### config.mk
export PLATFORM = sky130hd
export DESIGN_NAME = spu_lsurpt_pipe
export DESIGN_NICKNAME = d
export VERILOG_FILES = /design/src/rtl/spu_rpt_pkg.sv /design/src/rtl/spu_rpt_reqq.sv /design/src/rtl/spu_lsurpt_pipe.sv
export SDC_FILE = /design/constraint.sdc
export NUM_CORES = 1
export LEC_CHECK = 0
export ABC_CLOCK_PERIOD_IN_PS = 9600
export BUFFER_PORTS_ARGS = -buffer_cell sky130_fd_sc_hd__buf_4
export CAP_MARGIN = 30
export CORE_AREA = 2 2 217 219
export DETAILED_ROUTE_END_ITERATION = 8
export DIE_AREA = 0 0 219 221
export PLACE_DENSITY = 0.58
export REMOVE_ABC_BUFFERS = 1
export SLEW_MARGIN = 20
export SYNTH_ARGS = -nofsm -noshare
export SYNTH_HDL_FRONTEND = slang
export SYNTH_SLANG_ARGS = --single-unit
export TNS_END_PERCENT = 20
### constraint.sdc
create_clock -name rclk -period 9.6 [get_ports rclk]
set_input_delay 0.48 -clock rclk [delete_from_list [all_inputs] [get_ports rclk]]
set_output_delay 0.48 -clock rclk [all_outputs]
set_load 0.05 [all_outputs]
### src/rtl/spu_rpt_pkg.sv
// Shared constants for the SPU<->LSU repeater: PCX packet field positions,
// default widths and the circular-pointer helper used by the request queue.
package spu_rpt_pkg;

    localparam int unsigned PCX_BANK_HI = 71;
    localparam int unsigned PCX_BANK_LO = 70;
    localparam int unsigned PCX_PA_HI   = 103;
    localparam int unsigned PCX_PA_LO   = 68;

    localparam int unsigned DEF_PKT_W      = 123;
    localparam int unsigned DEF_DATA_W     = 64;
    localparam int unsigned DEF_NTHR       = 4;
    localparam int unsigned DEF_TID_W      = 2;
    localparam int unsigned DEF_RS3_STAGES = 3;
    localparam int unsigned DEF_REQ_DEPTH  = 2;

    localparam int unsigned OCC_W = 3;

    function automatic int unsigned ptr_next(input int unsigned p, input int unsigned depth);
        return (p + 1 >= depth) ? 0 : p + 1;
    endfunction

endpackage

### src/rtl/spu_rpt_reqq.sv
// PCX request queue: circular buffer with valid/ack handshake, occupancy
// count and a sticky flag for pushes attempted while full.
module spu_rpt_reqq
    import spu_rpt_pkg::*;
#(
    parameter int unsigned PKT_W     = DEF_PKT_W,
    parameter int unsigned REQ_DEPTH = DEF_REQ_DEPTH
) (
    input  logic             i_clk,
    input  logic             i_rst,
    input  logic             i_push_vld,
    input  logic [PKT_W-1:0] i_push_pkt,
    output logic             o_push_rdy,
    output logic             o_head_vld,
    output logic [PKT_W-1:0] o_head_pkt,
    input  logic             i_head_ack,
    output logic [OCC_W-1:0] o_occ,
    output logic             o_drop_err
);

    // Storage is sized to the pointer range so every pointer value indexes a real entry.
    localparam int unsigned AW    = (REQ_DEPTH > 1) ? $clog2(REQ_DEPTH) : 1;
    localparam int unsigned MEM_N = 1 << AW;

    logic [PKT_W-1:0] r_mem [MEM_N];
    logic [AW-1:0]    r_wr_ptr;
    logic [AW-1:0]    r_rd_ptr;
    logic [OCC_W-1:0] r_occ;
    logic             r_drop;

    logic w_full;
    logic w_empty;
    logic w_push;
    logic w_pop;

    assign w_full  = (r_occ == OCC_W'(REQ_DEPTH));
    assign w_empty = (r_occ == '0);
    assign w_push  = i_push_vld & ~w_full;
    assign w_pop   = i_head_ack & ~w_empty;

    always_ff @(posedge i_clk or posedge i_rst) begin
        if (i_rst) begin
            r_wr_ptr <= '0;
            r_rd_ptr <= '0;
            r_occ    <= '0;
            r_drop   <= 1'b0;
        end else begin
            if (w_push)
                r_wr_ptr <= AW'(ptr_next(32'(r_wr_ptr), REQ_DEPTH));
            if (w_pop)
                r_rd_ptr <= AW'(ptr_next(32'(r_rd_ptr), REQ_DEPTH));
            case ({w_push, w_pop})
                2'b10:   r_occ <= r_occ + 1'b1;
                2'b01:   r_occ <= r_occ - 1'b1;
                default: r_occ <= r_occ;
            endcase
            if (i_push_vld & w_full)
                r_drop <= 1'b1;
        end
    end

    always_ff @(posedge i_clk) begin
        if (w_push)
            r_mem[r_wr_ptr] <= i_push_pkt;
    end

    assign o_push_rdy = ~w_full;
    assign o_head_vld = ~w_empty;
    assign o_head_pkt = r_mem[r_rd_ptr];
    assign o_occ      = r_occ;
    assign o_drop_err = r_drop;

endmodule

### src/rtl/spu_lsurpt_pipe.sv
// SPU<->LSU repeater/staging: request queue, early bank select, ldxa and
// stb-empty return staging, and the rs3 delay line.
module spu_lsurpt_pipe
    import spu_rpt_pkg::*;
#(
    parameter int unsigned PKT_W      = DEF_PKT_W,
    parameter int unsigned DATA_W     = DEF_DATA_W,
    parameter int unsigned NTHR       = DEF_NTHR,
    parameter int unsigned TID_W      = DEF_TID_W,
    parameter int unsigned RS3_STAGES = DEF_RS3_STAGES,
    parameter int unsigned REQ_DEPTH  = DEF_REQ_DEPTH
) (
    input  logic              rclk,
    input  logic              reset,
    input  logic              spu_req_vld,
    input  logic [PKT_W-1:0]  spu_req_pkt,
    output logic              spu_req_rdy,
    output logic              lsu_pkt_vld,
    output logic [PKT_W-1:0]  lsu_pkt,
    input  logic              lsu_pkt_ack,
    output logic [1:0]        lsu_bank_early,
    output logic [35:0]       lsu_err_addr,
    output logic [2:0]        req_occ,
    output logic              req_drop_err,
    input  logic [DATA_W-1:0] ldxa_data_in,
    input  logic              ldxa_vld_in,
    input  logic [TID_W-1:0]  ldxa_tid_in,
    input  logic              ldxa_illgl_in,
    output logic [DATA_W-1:0] ldxa_data_out,
    output logic              ldxa_vld_out,
    output logic [TID_W-1:0]  ldxa_tid_out,
    output logic              ldxa_illgl_out,
    input  logic [DATA_W-1:0] rs3_data_in,
    output logic [DATA_W-1:0] rs3_data_out,
    input  logic [NTHR-1:0]   stb_empty_in,
    output logic [NTHR-1:0]   stb_empty_out,
    output logic              stb_all_empty
);

    logic              r_ldxa_vld;
    logic              r_ldxa_illgl;
    logic [DATA_W-1:0] r_ldxa_data;
    logic [TID_W-1:0]  r_ldxa_tid;
    logic [NTHR-1:0]   r_stb_empty;
    logic              r_stb_all;

    spu_rpt_reqq #(
        .PKT_W     (PKT_W),
        .REQ_DEPTH (REQ_DEPTH)
    ) u_reqq (
        .i_clk      (rclk),
        .i_rst      (reset),
        .i_push_vld (spu_req_vld),
        .i_push_pkt (spu_req_pkt),
        .o_push_rdy (spu_req_rdy),
        .o_head_vld (lsu_pkt_vld),
        .o_head_pkt (lsu_pkt),
        .i_head_ack (lsu_pkt_ack),
        .o_occ      (req_occ),
        .o_drop_err (req_drop_err)
    );

    // With the queue empty the incoming packet is the next one the LSU sees.
    assign lsu_bank_early = lsu_pkt_vld ? lsu_pkt[PCX_BANK_HI:PCX_BANK_LO]
                                        : spu_req_pkt[PCX_BANK_HI:PCX_BANK_LO];
    assign lsu_err_addr   = lsu_pkt[PCX_PA_HI:PCX_PA_LO];

    always_ff @(posedge rclk or posedge reset) begin
        if (reset) begin
            r_ldxa_vld   <= 1'b0;
            r_ldxa_illgl <= 1'b0;
            r_stb_empty  <= '1;
            r_stb_all    <= 1'b1;
        end else begin
            r_ldxa_vld   <= ldxa_vld_in;
            r_ldxa_illgl <= ldxa_illgl_in;
            r_stb_empty  <= stb_empty_in;
            r_stb_all    <= &stb_empty_in;
        end
    end

    always_ff @(posedge rclk) begin
        r_ldxa_data <= ldxa_data_in;
        r_ldxa_tid  <= ldxa_tid_in;
    end

    assign ldxa_vld_out   = r_ldxa_vld;
    assign ldxa_illgl_out = r_ldxa_illgl;
    assign ldxa_data_out  = r_ldxa_data;
    assign ldxa_tid_out   = r_ldxa_tid;
    assign stb_empty_out  = r_stb_empty;
    assign stb_all_empty  = r_stb_all;

    for (genvar gi = 0; gi < RS3_STAGES; gi++) begin : g_rs3
        logic [DATA_W-1:0] r_q;
        if (gi == 0) begin : g_first
            always_ff @(posedge rclk) r_q <= rs3_data_in;
        end else begin : g_next
            always_ff @(posedge rclk) r_q <= g_rs3[gi-1].r_q;
        end
    end

    assign rs3_data_out = g_rs3[RS3_STAGES-1].r_q;

endmodule

==> flow_metrics.tcl <==
set metrics [dict create \
    grt_pass1_wl_um 54500 \
    nNetsFinal 1692 \
    cp-startpoint "u_reqq.r_rd_ptr$_DFFE_PP0N_" \
    arrival_ns 3.38 \
    antenna_found_initial 2 \
    synthCells 715 \
    worstPathRequired_ns 9.12 \
    vias 8442 \
    layout_commonest_cell "buf_4" \
    tightest_slew_ns 0.962 \
    clock-sinks 517 \
    crit_family "buffers and inverters" \
    slowest_stage "dfrtp_4" \
    fp.dieArea_mm2 0.0484 \
    fin_skew_ns 0.0321 \
    htreeDepth 2 \
    dpl_cell_area_mm2 0.0196 \
    via_per_inst 4.06 \
    area_growth_syn_to_layout_pct 52.9 \
    drive_above_1_share_pct 53.5 \
    yosys_warnings 0 \
    synth_area_mm2 0.0148 \
    gp_congestion 0.786 \
    cts_buffer_depth 3 \
    grt_max_degree 69 \
    rrSetupSlack_ns 7.30 \
    postCtsSetupBuffers 0 \
    grt_pass1_vias 9161 \
    io_buffers 566 \
    slew_viol_final 0 \
    fmax_mhz 259 \
    r2r_start "u_reqq.o_occ[1]$_DFFE_PP0P_" \
    cp_common_cell "buf_4" \
    setup-tns-final_ns 0 \
    first_pass_iters 6 \
    drc 0 \
    grt_overflow 0 \
    drt-total-wl_um 37900 \
    num_rows 79 \
    synth_cell_types 23 \
    crit_end "lsu_bank_early[1]" \
    insertion_delay_ns 0.60 \
    rr_worst_depth 3 \
    ys_seq_area_share_pct 86.8 \
    ir_drop_mv 0.280 \
    outcome "finished clean" \
    final_cell_mix "570 x buf_4, 258 x dfxtp_1, 246 x edfxtp_1" \
    crit_path_end_kind "output port" \
    hold_ws_ns 0.0653 \
    grt_use_total_pct 15.2 \
    cts_buffers 52 \
    final_area_mm2 0.0227 \
    hold_viol_final 0 \
    period_needed_ns 3.86 \
    grt_setup_unrepaired "false" \
    hold_path_class "in2reg" \
    synth_top_family_by_area "multiplexers" \
    synth-seq-cells 517 \
    slowest_delay_ns 0.95 \
    start_util_pct 32.2 \
    cts_root_buffer "clkbuf_16" \
    startpoint_type "flip-flop" \
    cts_tree "built" \
    dieWidth_um 219 \
    synth.area.mux_share_pct 9.61 \
    setup_viol 0 \
    floorplan.die.height_um 221 \
    synthAdderAreaFrac_pct 0.219 \
    crit_buf_inv 2 \
    worstSetupPathType "reg2out" \
    crit_fanout 68 \
    synth_xor_xnor_area_share_pct 0.295 \
    coreArea_mm2 0.0461 \
    pin_count 567 \
    crit_cells 4 \
    avgSynthCellArea_um2 20.7 \
    rr_endpoint "u_reqq.r_mem[1][99]$_DFFE_PP_" \
    power.leakage_nw 9.37 \
    synth_compound_area_share_pct 0.0506 \
    wl_per_cell_um 18.2 \
    synth_simple_gate_area_share_pct 0.354 \
    ant_nets 0 \
    power.density_mw_per_mm2 327 \
    dr.first_iter.drc_count 347 \
    dp_hpwl_um 25900 \
    clk_pin_slew_ns 0.06 \
    timing.final.crit_share_pct 40.2 \
    relSlewSlack_pct 35.9 \
    path_cells "buf_4 -> mux2_2 -> mux2_4 -> buf_4" \
    drv_cap 0 \
]
==> report_power, final <==
group	switching [mW]	internal, mW	total, mW
logic	1.80	0.838	2.64
registers	0.120	2.67	2.79
clock network	0.836	1.16	1.99
total	2.75	4.67	7.42
==> synthesized netlist by cell type <==
cell	instances	share of area [%]
mux2_2	123	9.3
o21bai_1	1	0.051
mux2i_1	1	0.067
and2_4	1	0.059
buf_2	6	0.20
and3_1	1	0.042
nand2_2	1	0.042
inv_1	5	0.13
ha_1	1	0.084
dfrtp_1	8	1.3
edfxtp_1	246	50
buf_4	44	2.2
dfxtp_1	258	35
and4_1	1	0.059
or3_1	1	0.042
xnor2_1	2	0.12
or3b_2	1	0.059
buf_6	1	0.076
fa_1	1	0.13
dfstp_2	5	0.89
mux2_4	2	0.20
xor2_1	3	0.18
nor2_1	2	0.051
==> area by class of cell <==
class	instances	area, um2
Fill cell	3862	23400
Sequential cell	517	12900
Timing Repair Buffer	709	5710
Multi-Input combinational cell	142	1570
Clock buffer	77	1510
Tap cell	607	759
Clock inverter	19	218
Inverter	5	18.8
Antenna cell	2	5.00
==> repair_timing <==
action                                 in CTS  in global routing
endpoints found under the hold margin     144                  0
hold buffers                              137                  0
gates resized for setup                     0                  0
==> metrics by stage <==
step / power (mW) / cells / setup WS (ns) / util, %
finish: 7.42 / 2078 / 5.74 / 49.2
global route: 7.70 / 2078 / 5.55 / 49.2
global placement: 5.44 / 1841 / 6.30 / 42.4
detailed placement: 5.46 / 1843 / 6.31 / 42.5
CTS: 7.52 / 2076 / 5.63 / 49.2
floorplan: 4.63 / 664 / 2.65 / -
==> per-layer routing <==
layer | wire, um | global-route usage [%]
met1 | 13300 | 15.3
met2 | 20400 | 28.3
met3 | 3180 | 5.39
met4 | 1030 | 5.69
met5 | 0 | 0
==> state kept, by name, indices dropped and copies added (netlist names), 2 cells and up <==
register,cells
u_reqq.r_mem,246
g_rs3.r_q,128
ldxa_data_out,64
rs3_data_out,64
stb_empty_out,4
u_reqq.o_occ,3
ldxa_tid_out,2
==> cell families (layout without fill, tap and decap cells) <==
kind of cell,after synthesis,count (layout)
buffers and inverters,56,810
adder cells (fa/ha/maj),2,2
XOR/XNOR,5,5
multiplexers,126,126
AO/OA/AOI/OAI,1,1
AND/OR/NAND/NOR,8,8
flip-flops,517,517
other,0,2
==> how the worst min path moves through the flow <==
stage                             start                             to  slack, ns  cells past startpoint
3_5_place_dp   g_rs3[0].r_q[15]$_DFF_P_       g_rs3[1].r_q[15]$_DFF_P_       0.31                      0
3_3_place_gp   g_rs3[0].r_q[55]$_DFF_P_       g_rs3[1].r_q[55]$_DFF_P_       0.31                      0
5_1_grt                 spu_req_pkt[37]  u_reqq.r_mem[0][37]$_DFFE_PP_       0.02                      1
4_1_cts                 spu_req_pkt[41]  u_reqq.r_mem[0][41]$_DFFE_PP_       0.02                      1
6_report                spu_req_pkt[29]  u_reqq.r_mem[0][29]$_DFFE_PP_       0.07                      1
2_1_floorplan   g_rs3[0].r_q[0]$_DFF_P_        g_rs3[1].r_q[0]$_DFF_P_       0.31                      0
Note: power is estimated with default switching activity, not from simulation.
